### config.mk
export PLATFORM = sky130hd
export DESIGN_NAME = zx_keymatrix
export DESIGN_NICKNAME = d
export VERILOG_FILES = /design/src/rtl/zx_kbd_pkg.sv /design/src/rtl/ps2_rx.sv /design/src/rtl/zx_keymatrix.sv
export SDC_FILE = /design/constraint.sdc
export NUM_CORES = 1
export LEC_CHECK = 0
export ABC_AREA = 1
export CAP_MARGIN = 20
export CORE_ASPECT_RATIO = 2
export CORE_MARGIN = 3
export CORE_UTILIZATION = 50
export DETAILED_ROUTE_END_ITERATION = 16
export PLACE_DENSITY = 0.68
export SKIP_LAST_GASP = 1
export SLEW_MARGIN = 20
export SYNTH_ARGS = -nofsm -noshare
export SYNTH_HDL_FRONTEND = slang
export SYNTH_SLANG_ARGS = --single-unit
### constraint.sdc
create_clock -name clk_i -period 7.95 [get_ports clk_i]
set_input_delay 0.795 -clock clk_i [delete_from_list [all_inputs] [get_ports clk_i]]
set_output_delay 0.795 -clock clk_i [all_outputs]
set_load 0.005 [all_outputs]
### src/rtl/zx_kbd_pkg.sv
`default_nettype none
// ============================================================================
//  Module      : zx_kbd_pkg
//  Description : Shared constants, key-location types and the PS/2 set-2
//                scancode to Spectrum matrix map for the ZX keyboard front
//                end.
//  Contents    : PREFIX_REL / PREFIX_EXT / SC_F1 / SC_F11 scancodes,
//                key_loc_t {row, col, valid}, key_pair_t, key_map().
//  Revision    : 1.0  initial release
// ============================================================================
package zx_kbd_pkg;

  localparam logic [7:0] PREFIX_REL = 8'hF0;
  localparam logic [7:0] PREFIX_EXT = 8'hE0;
  localparam logic [7:0] SC_F1      = 8'h05;
  localparam logic [7:0] SC_F11     = 8'h78;

  typedef struct packed {
    logic [2:0] row;
    logic [2:0] col;
    logic       valid;
  } key_loc_t;

  // Compound keys touch two matrix bits; single keys leave k1 invalid.
  typedef struct packed {
    key_loc_t k0;
    key_loc_t k1;
  } key_pair_t;

  function automatic key_loc_t mk(input int r, input int c);
    key_loc_t k;
    k.row   = 3'(r);
    k.col   = 3'(c);
    k.valid = 1'b1;
    return k;
  endfunction

  // Argument is {ext, code}; bit 8 set means the code followed an E0 prefix.
  function automatic key_pair_t key_map(input logic [8:0] sc);
    key_pair_t p;
    p = '0;
    case (sc)
      // Row 0: CS Z X C V (both shifts act as CAPS SHIFT)
      9'h012, 9'h059: p.k0 = mk(0, 0);
      9'h01A: p.k0 = mk(0, 1);
      9'h022: p.k0 = mk(0, 2);
      9'h021: p.k0 = mk(0, 3);
      9'h02A: p.k0 = mk(0, 4);
      // Row 1: A S D F G
      9'h01C: p.k0 = mk(1, 0);
      9'h01B: p.k0 = mk(1, 1);
      9'h023: p.k0 = mk(1, 2);
      9'h02B: p.k0 = mk(1, 3);
      9'h034: p.k0 = mk(1, 4);
      // Row 2: Q W E R T
      9'h015: p.k0 = mk(2, 0);
      9'h01D: p.k0 = mk(2, 1);
      9'h024: p.k0 = mk(2, 2);
      9'h02D: p.k0 = mk(2, 3);
      9'h02C: p.k0 = mk(2, 4);
      // Row 3: 1 2 3 4 5
      9'h016: p.k0 = mk(3, 0);
      9'h01E: p.k0 = mk(3, 1);
      9'h026: p.k0 = mk(3, 2);
      9'h025: p.k0 = mk(3, 3);
      9'h02E: p.k0 = mk(3, 4);
      // Row 4: 0 9 8 7 6
      9'h045: p.k0 = mk(4, 0);
      9'h046: p.k0 = mk(4, 1);
      9'h03E: p.k0 = mk(4, 2);
      9'h03D: p.k0 = mk(4, 3);
      9'h036: p.k0 = mk(4, 4);
      // Row 5: P O I U Y
      9'h04D: p.k0 = mk(5, 0);
      9'h044: p.k0 = mk(5, 1);
      9'h043: p.k0 = mk(5, 2);
      9'h03C: p.k0 = mk(5, 3);
      9'h035: p.k0 = mk(5, 4);
      // Row 6: Enter L K J H
      9'h05A: p.k0 = mk(6, 0);
      9'h04B: p.k0 = mk(6, 1);
      9'h042: p.k0 = mk(6, 2);
      9'h03B: p.k0 = mk(6, 3);
      9'h033: p.k0 = mk(6, 4);
      // Row 7: Space SS M N B (Ctrl acts as SYMBOL SHIFT)
      9'h029: p.k0 = mk(7, 0);
      9'h014: p.k0 = mk(7, 1);
      9'h03A: p.k0 = mk(7, 2);
      9'h031: p.k0 = mk(7, 3);
      9'h032: p.k0 = mk(7, 4);
      // Compound keys: CAPS SHIFT plus a digit
      9'h066: begin p.k0 = mk(0, 0); p.k1 = mk(4, 0); end  // Backspace
      9'h16B: begin p.k0 = mk(0, 0); p.k1 = mk(3, 4); end  // Left  = CS+5
      9'h172: begin p.k0 = mk(0, 0); p.k1 = mk(4, 4); end  // Down  = CS+6
      9'h175: begin p.k0 = mk(0, 0); p.k1 = mk(4, 3); end  // Up    = CS+7
      9'h174: begin p.k0 = mk(0, 0); p.k1 = mk(4, 2); end  // Right = CS+8
      default: p = '0;
    endcase
    return p;
  endfunction

endpackage
`default_nettype wire

### src/rtl/ps2_rx.sv
`default_nettype none
// ============================================================================
//  Module      : ps2_rx
//  Description : PS/2 device-to-host receiver. Synchronises and glitch-filters
//                the PS/2 lines, shifts in 11-bit frames on falling clock
//                edges, checks start/parity/stop and drops partial frames
//                after TIMEOUT idle cycles.
//  Ports       : clk_i, rst_ni     - clock, async active-low reset
//                ps2_clk_i/_dat_i  - raw asynchronous PS/2 lines
//                valid_o           - 1-cycle strobe, data_o holds the byte
//                err_o             - 1-cycle strobe on a rejected frame
//                data_o[7:0]       - last accepted byte
//  Revision    : 1.0  initial release
// ============================================================================
module ps2_rx #(
  parameter int TIMEOUT = 28000,
  parameter int FILTER  = 8
) (
  input  logic       clk_i,
  input  logic       rst_ni,
  input  logic       ps2_clk_i,
  input  logic       ps2_dat_i,
  output logic       valid_o,
  output logic       err_o,
  output logic [7:0] data_o
);

  localparam int FW = $clog2(FILTER + 1);
  localparam int TW = $clog2(TIMEOUT + 1);

  logic [1:0]    clk_sync_q, dat_sync_q;
  logic          filt_q;
  logic [FW-1:0] fcnt_q;

  logic [3:0]    cnt_q, cnt_d;
  logic [9:0]    sr_q, sr_d;
  logic [TW-1:0] to_q, to_d;
  logic          valid_q, valid_d, err_q, err_d;
  logic [7:0]    data_q, data_d;

  logic          w_dat, w_fall;
  logic [10:0]   w_frame;

  assign w_dat  = dat_sync_q[1];
  // The filtered clock is about to flip from 1 to 0: that is the sample point.
  assign w_fall = filt_q & ~clk_sync_q[1] & (fcnt_q == FW'(FILTER - 1));

  always_ff @(posedge clk_i or negedge rst_ni) begin
    if (!rst_ni) begin
      clk_sync_q <= 2'b11;
      dat_sync_q <= 2'b11;
      filt_q     <= 1'b1;
      fcnt_q     <= '0;
    end else begin
      clk_sync_q <= {clk_sync_q[0], ps2_clk_i};
      dat_sync_q <= {dat_sync_q[0], ps2_dat_i};
      // Level changes only after FILTER consecutive samples disagree with it.
      if (clk_sync_q[1] == filt_q) begin
        fcnt_q <= '0;
      end else if (fcnt_q == FW'(FILTER - 1)) begin
        filt_q <= clk_sync_q[1];
        fcnt_q <= '0;
      end else begin
        fcnt_q <= fcnt_q + 1'b1;
      end
    end
  end

  always_comb begin
    cnt_d   = cnt_q;
    sr_d    = sr_q;
    to_d    = to_q;
    valid_d = 1'b0;
    err_d   = 1'b0;
    data_d  = data_q;
    w_frame = {w_dat, sr_q};
    if (w_fall) begin
      to_d = '0;
      if (cnt_q == 4'd0) begin
        // Idle: a high bit cannot be a start bit, so stay aligned.
        if (!w_dat) begin
          cnt_d = 4'd1;
          sr_d  = {w_dat, sr_q[9:1]};
        end
      end else if (cnt_q == 4'd10) begin
        cnt_d = 4'd0;
        if (!w_frame[0] && (^w_frame[9:1]) && w_frame[10]) begin
          valid_d = 1'b1;
          data_d  = w_frame[8:1];
        end else begin
          err_d = 1'b1;
        end
      end else begin
        cnt_d = cnt_q + 4'd1;
        sr_d  = {w_dat, sr_q[9:1]};
      end
    end else if (cnt_q != 4'd0) begin
      if (to_q == TW'(TIMEOUT - 1)) begin
        cnt_d = 4'd0;
        to_d  = '0;
      end else begin
        to_d = to_q + 1'b1;
      end
    end
  end

  always_ff @(posedge clk_i or negedge rst_ni) begin
    if (!rst_ni) begin
      cnt_q   <= '0;
      sr_q    <= '0;
      to_q    <= '0;
      valid_q <= 1'b0;
      err_q   <= 1'b0;
      data_q  <= '0;
    end else begin
      cnt_q   <= cnt_d;
      sr_q    <= sr_d;
      to_q    <= to_d;
      valid_q <= valid_d;
      err_q   <= err_d;
      data_q  <= data_d;
    end
  end

  assign valid_o = valid_q;
  assign err_o   = err_q;
  assign data_o  = data_q;

endmodule
`default_nettype wire

### src/rtl/zx_keymatrix.sv
`default_nettype none
// ============================================================================
//  Module      : zx_keymatrix
//  Description : PS/2 keyboard front end for the Spectrum ULA. Decodes make,
//                break and extended scancodes into the 8x5 key matrix and
//                answers port-FE reads with active-low column bits.
//  Ports       : clk_i, rst_ni     - 14 MHz ULA clock, async active-low reset
//                ps2_clk_i/_dat_i  - raw PS/2 lines
//                a_i[15:0]         - CPU address; A[15:8] are row selects
//                keyb_o[4:0]       - active-low column bits
//                f1_o, f11_o       - high while F1 / F11 are held
//  Revision    : 1.0  initial release
// ============================================================================
module zx_keymatrix #(
  parameter int TIMEOUT = 28000,
  parameter int FILTER  = 8
) (
  input  logic        clk_i,
  input  logic        rst_ni,
  input  logic        ps2_clk_i,
  input  logic        ps2_dat_i,
  input  logic [15:0] a_i,
  output logic [4:0]  keyb_o,
  output logic        f1_o,
  output logic        f11_o
);

  import zx_kbd_pkg::*;

  logic       rx_valid, rx_err;
  logic [7:0] rx_data;

  ps2_rx #(
    .TIMEOUT (TIMEOUT),
    .FILTER  (FILTER)
  ) u_rx (
    .clk_i     (clk_i),
    .rst_ni    (rst_ni),
    .ps2_clk_i (ps2_clk_i),
    .ps2_dat_i (ps2_dat_i),
    .valid_o   (rx_valid),
    .err_o     (rx_err),
    .data_o    (rx_data)
  );

  // Matrix bit index is row*5 + col.
  logic [39:0] mat_q, mat_d;
  logic        rel_q, rel_d, ext_q, ext_d;
  logic        f1_q, f1_d, f11_q, f11_d;
  key_pair_t   w_keys;

  function automatic logic [5:0] bit_idx(input key_loc_t k);
    return ({3'b000, k.row} * 6'd5) + {3'b000, k.col};
  endfunction

  assign w_keys = key_map({ext_q, rx_data});

  always_comb begin
    mat_d = mat_q;
    rel_d = rel_q;
    ext_d = ext_q;
    f1_d  = f1_q;
    f11_d = f11_q;
    if (rx_err) begin
      rel_d = 1'b0;
      ext_d = 1'b0;
    end else if (rx_valid) begin
      if (rx_data == PREFIX_REL) begin
        rel_d = 1'b1;
      end else if (rx_data == PREFIX_EXT) begin
        ext_d = 1'b1;
      end else begin
        if (w_keys.k0.valid) mat_d[bit_idx(w_keys.k0)] = ~rel_q;
        if (w_keys.k1.valid) mat_d[bit_idx(w_keys.k1)] = ~rel_q;
        if (!ext_q && rx_data == SC_F1)  f1_d  = ~rel_q;
        if (!ext_q && rx_data == SC_F11) f11_d = ~rel_q;
        rel_d = 1'b0;
        ext_d = 1'b0;
      end
    end
  end

  always_ff @(posedge clk_i or negedge rst_ni) begin
    if (!rst_ni) begin
      mat_q <= '0;
      rel_q <= 1'b0;
      ext_q <= 1'b0;
      f1_q  <= 1'b0;
      f11_q <= 1'b0;
    end else begin
      mat_q <= mat_d;
      rel_q <= rel_d;
      ext_q <= ext_d;
      f1_q  <= f1_d;
      f11_q <= f11_d;
    end
  end

  // Column reduce: OR the pressed bits of every selected row, then invert.
  logic [7:0][4:0] w_row_hit;
  logic [4:0]      w_cols;

  for (genvar r = 0; r < 8; r++) begin : g_row
    assign w_row_hit[r] = a_i[8+r] ? 5'b00000 : mat_q[r*5 +: 5];
  end

  always_comb begin
    w_cols = '0;
    for (int r = 0; r < 8; r++) w_cols = w_cols | w_row_hit[r];
  end

  assign keyb_o = ~w_cols;
  assign f1_o   = f1_q;
  assign f11_o  = f11_q;

  // The low address byte carries no row information.
  logic w_unused_addr;
  assign w_unused_addr = ^a_i[7:0];

endmodule
`default_nettype wire

==> results.tsv <==
metric	value	unit
hold_depth	0	
cts_inserted_buffers	9	
syn_inst	917	
ys_async_sr_fraction	100.0	%
initial_core_util	51.18	%
pwr-share-comb	4.6	%
nets	978	
cts_tree	built	
grt_pass1_vias	5959	
synth_area_leaders	dfrtp_1 34%, nand2_1 18%, nand3_1 6.6%, nor2_1 5.5%, inv_1 4.8%	
p_per_area	138.8	mW/mm^2
reg2reg_depth	21	
rsz0062_at_grt	false	
pin_count	27	
vias	5926	
clk_latency	0.36	ns
whs	0.3568	ns
crit_path_start	ext_q	
dr.pass1.iters	7	
hp-class	flip-flop to flip-flop	
drv_cap	0	
syn2layout_area_growth	9.816	%
pwr-share-clk	45.7	%
cts-root-buf	clkbuf_16	
synth_seq_cells	92	
core_area	0.01263	mm^2
fin_area	0.007097	mm^2
drive_above_1_share	10.97	%
holdPathEnd	u_rx.dat_sync_q[1]	
fin_crit_sh	52.82	%
r2r_end	mat_q[7]	
cp.arrival	4.44	ns
grt_use_total	25.98	%
cts_resized	0	
yosysSeqAreaShare	35.72	%
cts-htree-levels	3	
fmax	0.2381	GHz
dieArea	0.01441	mm^2
ys.flop_type	dfrtp_1	
clk_pin_slew	0.06	ns
die_w	86.39	um
diodes	0	
ant_nets	0	
yosysTopAreaCellShare	33.69	%
setup_viol	0	
required	8.19	ns
placed_area	0.006790	mm^2
synthDistinctLibCells	46	
cp-start-kind	flip-flop	
worst_pin_slew	0.7532	ns
critPathKind	flip-flop to flip-flop	
wire_per_inst	15.90	um
port-buffer-count	18	
vdd_drop_max	0.1362	mV
vias_per_cell	5.442	
drc	0	
maxSlewViolCount	0	
crit-reg2reg-launch	ext_q	
p_sw_share	22.95	%
crit_fanout	18	
clk_path_buf_depth	2	
cp-end-kind	flip-flop	
num_rows	58	
antenna_found_initial	0	
final_util	56.20	%
numClockSinks	92	
final-hold-violation-count	0	
leakagePower	3.557	nW
pwr-share-seq	49.8	%
setup_tns	0	ns
drt-initial-drc-count	235	
yosys_warnings	0	
intPower	0.0007591	W
max_slew_margin	49.79	%
synth_area	0.006462	mm^2
synth_area_leader_cell	dfrtp_1	
gp_congestion	1.015	
overflow	0	
switchingPower	0.0002261	W
grt_pass1_wl	29220	um
synth-edff-count	0	
synth.avg_cell_area	7.047	um^2
wl	17320	um
ctsHoldBuffers	0	
post-cts-setup-buffers	0	
fin_skew	0.009801	ns
hpwlAfterDp	13690	um
ff2ff_setup_slack	3.75	ns
grt_max_degree	81	
hp-start	u_rx.dat_sync_q[0]	
post-route-min-period	4.199	ns
status	completed	
synth_fp_nets	961	
die_height	166.8	um
power groups by stage:
stage,sequential [W],combinational (W),clock (W)
final,0.000490,0.0000452,0.000450
after CTS,0.000490,0.0000466,0.000457
after floorplan,0.000497,0.0000239,0
after global placement,0.000499,0.0000454,0
after global routing,0.000491,0.0000548,0.000478
after detailed placement,0.000499,0.0000463,0
placed cells by master, fill, tap and decap left out, types with 9 or more instances in the layout:
master / n
a21oi_1: 19
clkbuf_16: 9
clkdlybuf4s50_1: 17
dfrtp_1: 87
ha_1: 22
inv_1: 82
inv_2: 14
nand2_1: 302
nand3_1: 85
nor2_1: 94
nor2_2: 12
nor3_1: 14
o21ai_0: 27
o21ai_1: 24
o21ai_2: 19
xor2_1: 10
cell families (layout without fill, tap and decap cells):
group / count (synthesis) / after routing / share of synthesized area [%]
AND/OR/NAND/NOR: 552 / 552 / 38.74
AO/OA/AOI/OAI: 118 / 118 / 11.48
buffers and inverters: 112 / 134 / 6.563
flip-flops: 92 / 92 / 35.72
adder cells (fa/ha/maj): 24 / 24 / 4.879
XOR/XNOR: 18 / 18 / 2.439
multiplexers: 1 / 1 / 0.1742
critical path, stage by stage, from the launching register on:
cell and delay [ns]:
dfrtp_1 0.47, inv_2 0.21, nand2_2 0.20, nor2_4 0.08, nand2_1 0.11, nand3_1 0.15
inv_2 0.08, nand2_1 0.06, nor2_1 0.31, nand2_1 0.14, nor2_1 0.11, nor2_1 0.06
ha_1 0.34, fa_1 0.48, a31oi_1 0.25, inv_1 0.07, nor2_1 0.29, nand3_4 0.19
o21ai_1 0.26, nand2_1 0.09, nand2_1 0.08, nand2_1 0.04
cell type report:
| type | instances | area (um^2) |
|---|---|---|
| multi-input cells | 713 | 3730 |
| fillers | 1228 | 5530 |
| flip-flops and latches | 92 | 2308 |
| clock inverters | 3 | 46.29 |
| repair buffers | 21 | 200.2 |
| clock buffers | 13 | 260.3 |
| inverters | 97 | 364.1 |
| well taps | 150 | 187.7 |
synth_stat cells (2+ instances only):
| cell | instances |
|---|---|
| nand2_1 | 302 |
| nor2_1 | 94 |
| dfrtp_1 | 87 |
| nand3_1 | 85 |
| inv_1 | 82 |
| o21ai_0 | 27 |
| o21ai_1 | 24 |
| ha_1 | 22 |
| a21oi_1 | 19 |
| o21ai_2 | 19 |
| inv_2 | 14 |
| nor3_1 | 14 |
| nor2_2 | 12 |
| xor2_1 | 10 |
| clkbuf_1 | 9 |
| nand3_2 | 8 |
| xnor2_1 | 8 |
| nand2_2 | 7 |
| nand2_4 | 7 |
| a221oi_1 | 6 |
| a31oi_1 | 6 |
| dfstp_2 | 5 |
| nand3_4 | 5 |
| nand4_1 | 5 |
| nor2_4 | 5 |
| nor4_1 | 4 |
| a22o_1 | 3 |
| buf_1 | 3 |
| buf_2 | 3 |
| a2111oi_0 | 2 |
| a211oi_1 | 2 |
| fa_1 | 2 |
| o21a_1 | 2 |
| o21bai_1 | 2 |
state kept, by name (all words and copies together) (netlist names), 2 cells and up:
| register | count |
|---|---|
| mat_q | 40 |
| u_rx.to_q | 15 |
| u_rx.sr_q | 10 |
| u_rx.data_o | 8 |
| u_rx.cnt_q | 4 |
| u_rx.fcnt_q | 4 |
| u_rx.clk_sync_q | 2 |
| u_rx.dat_sync_q | 2 |
stage by stage:
step	std cells	worst slack [ns]	power [W]
floorplan	917	4.592	0.0005211
global placement	1073	3.833	0.0005440
detailed placement	1073	3.797	0.0005449
CTS	1089	3.777	0.0009937
global route	1089	3.403	0.001024
finish	1089	3.751	0.0009852
worst max path at each step:
| stage | to | cells past startpoint | slack, ns |
|---|---|---|---|
| 2_1_floorplan | mat_q[37] | 21 | 4.59 |
| 6_report | mat_q[7] | 21 | 3.75 |
| 5_1_grt | mat_q[9] | 21 | 3.40 |
| 3_3_place_gp | mat_q[3] | 21 | 3.83 |
| 4_1_cts | mat_q[3] | 21 | 3.78 |
| 3_5_place_dp | mat_q[3] | 21 | 3.80 |
routing by layer:
layer | global-route usage [%] | wire (um) | vias up
met5 | 0 | 0 | -
li1 | - | - | 3017
met1 | 25.25 | 5865 | 2704
met3 | 4.901 | 454 | 74
met4 | 17.03 | 1185 | 0
met2 | 47.73 | 9812 | 131
(Power assumes the default switching activity.)
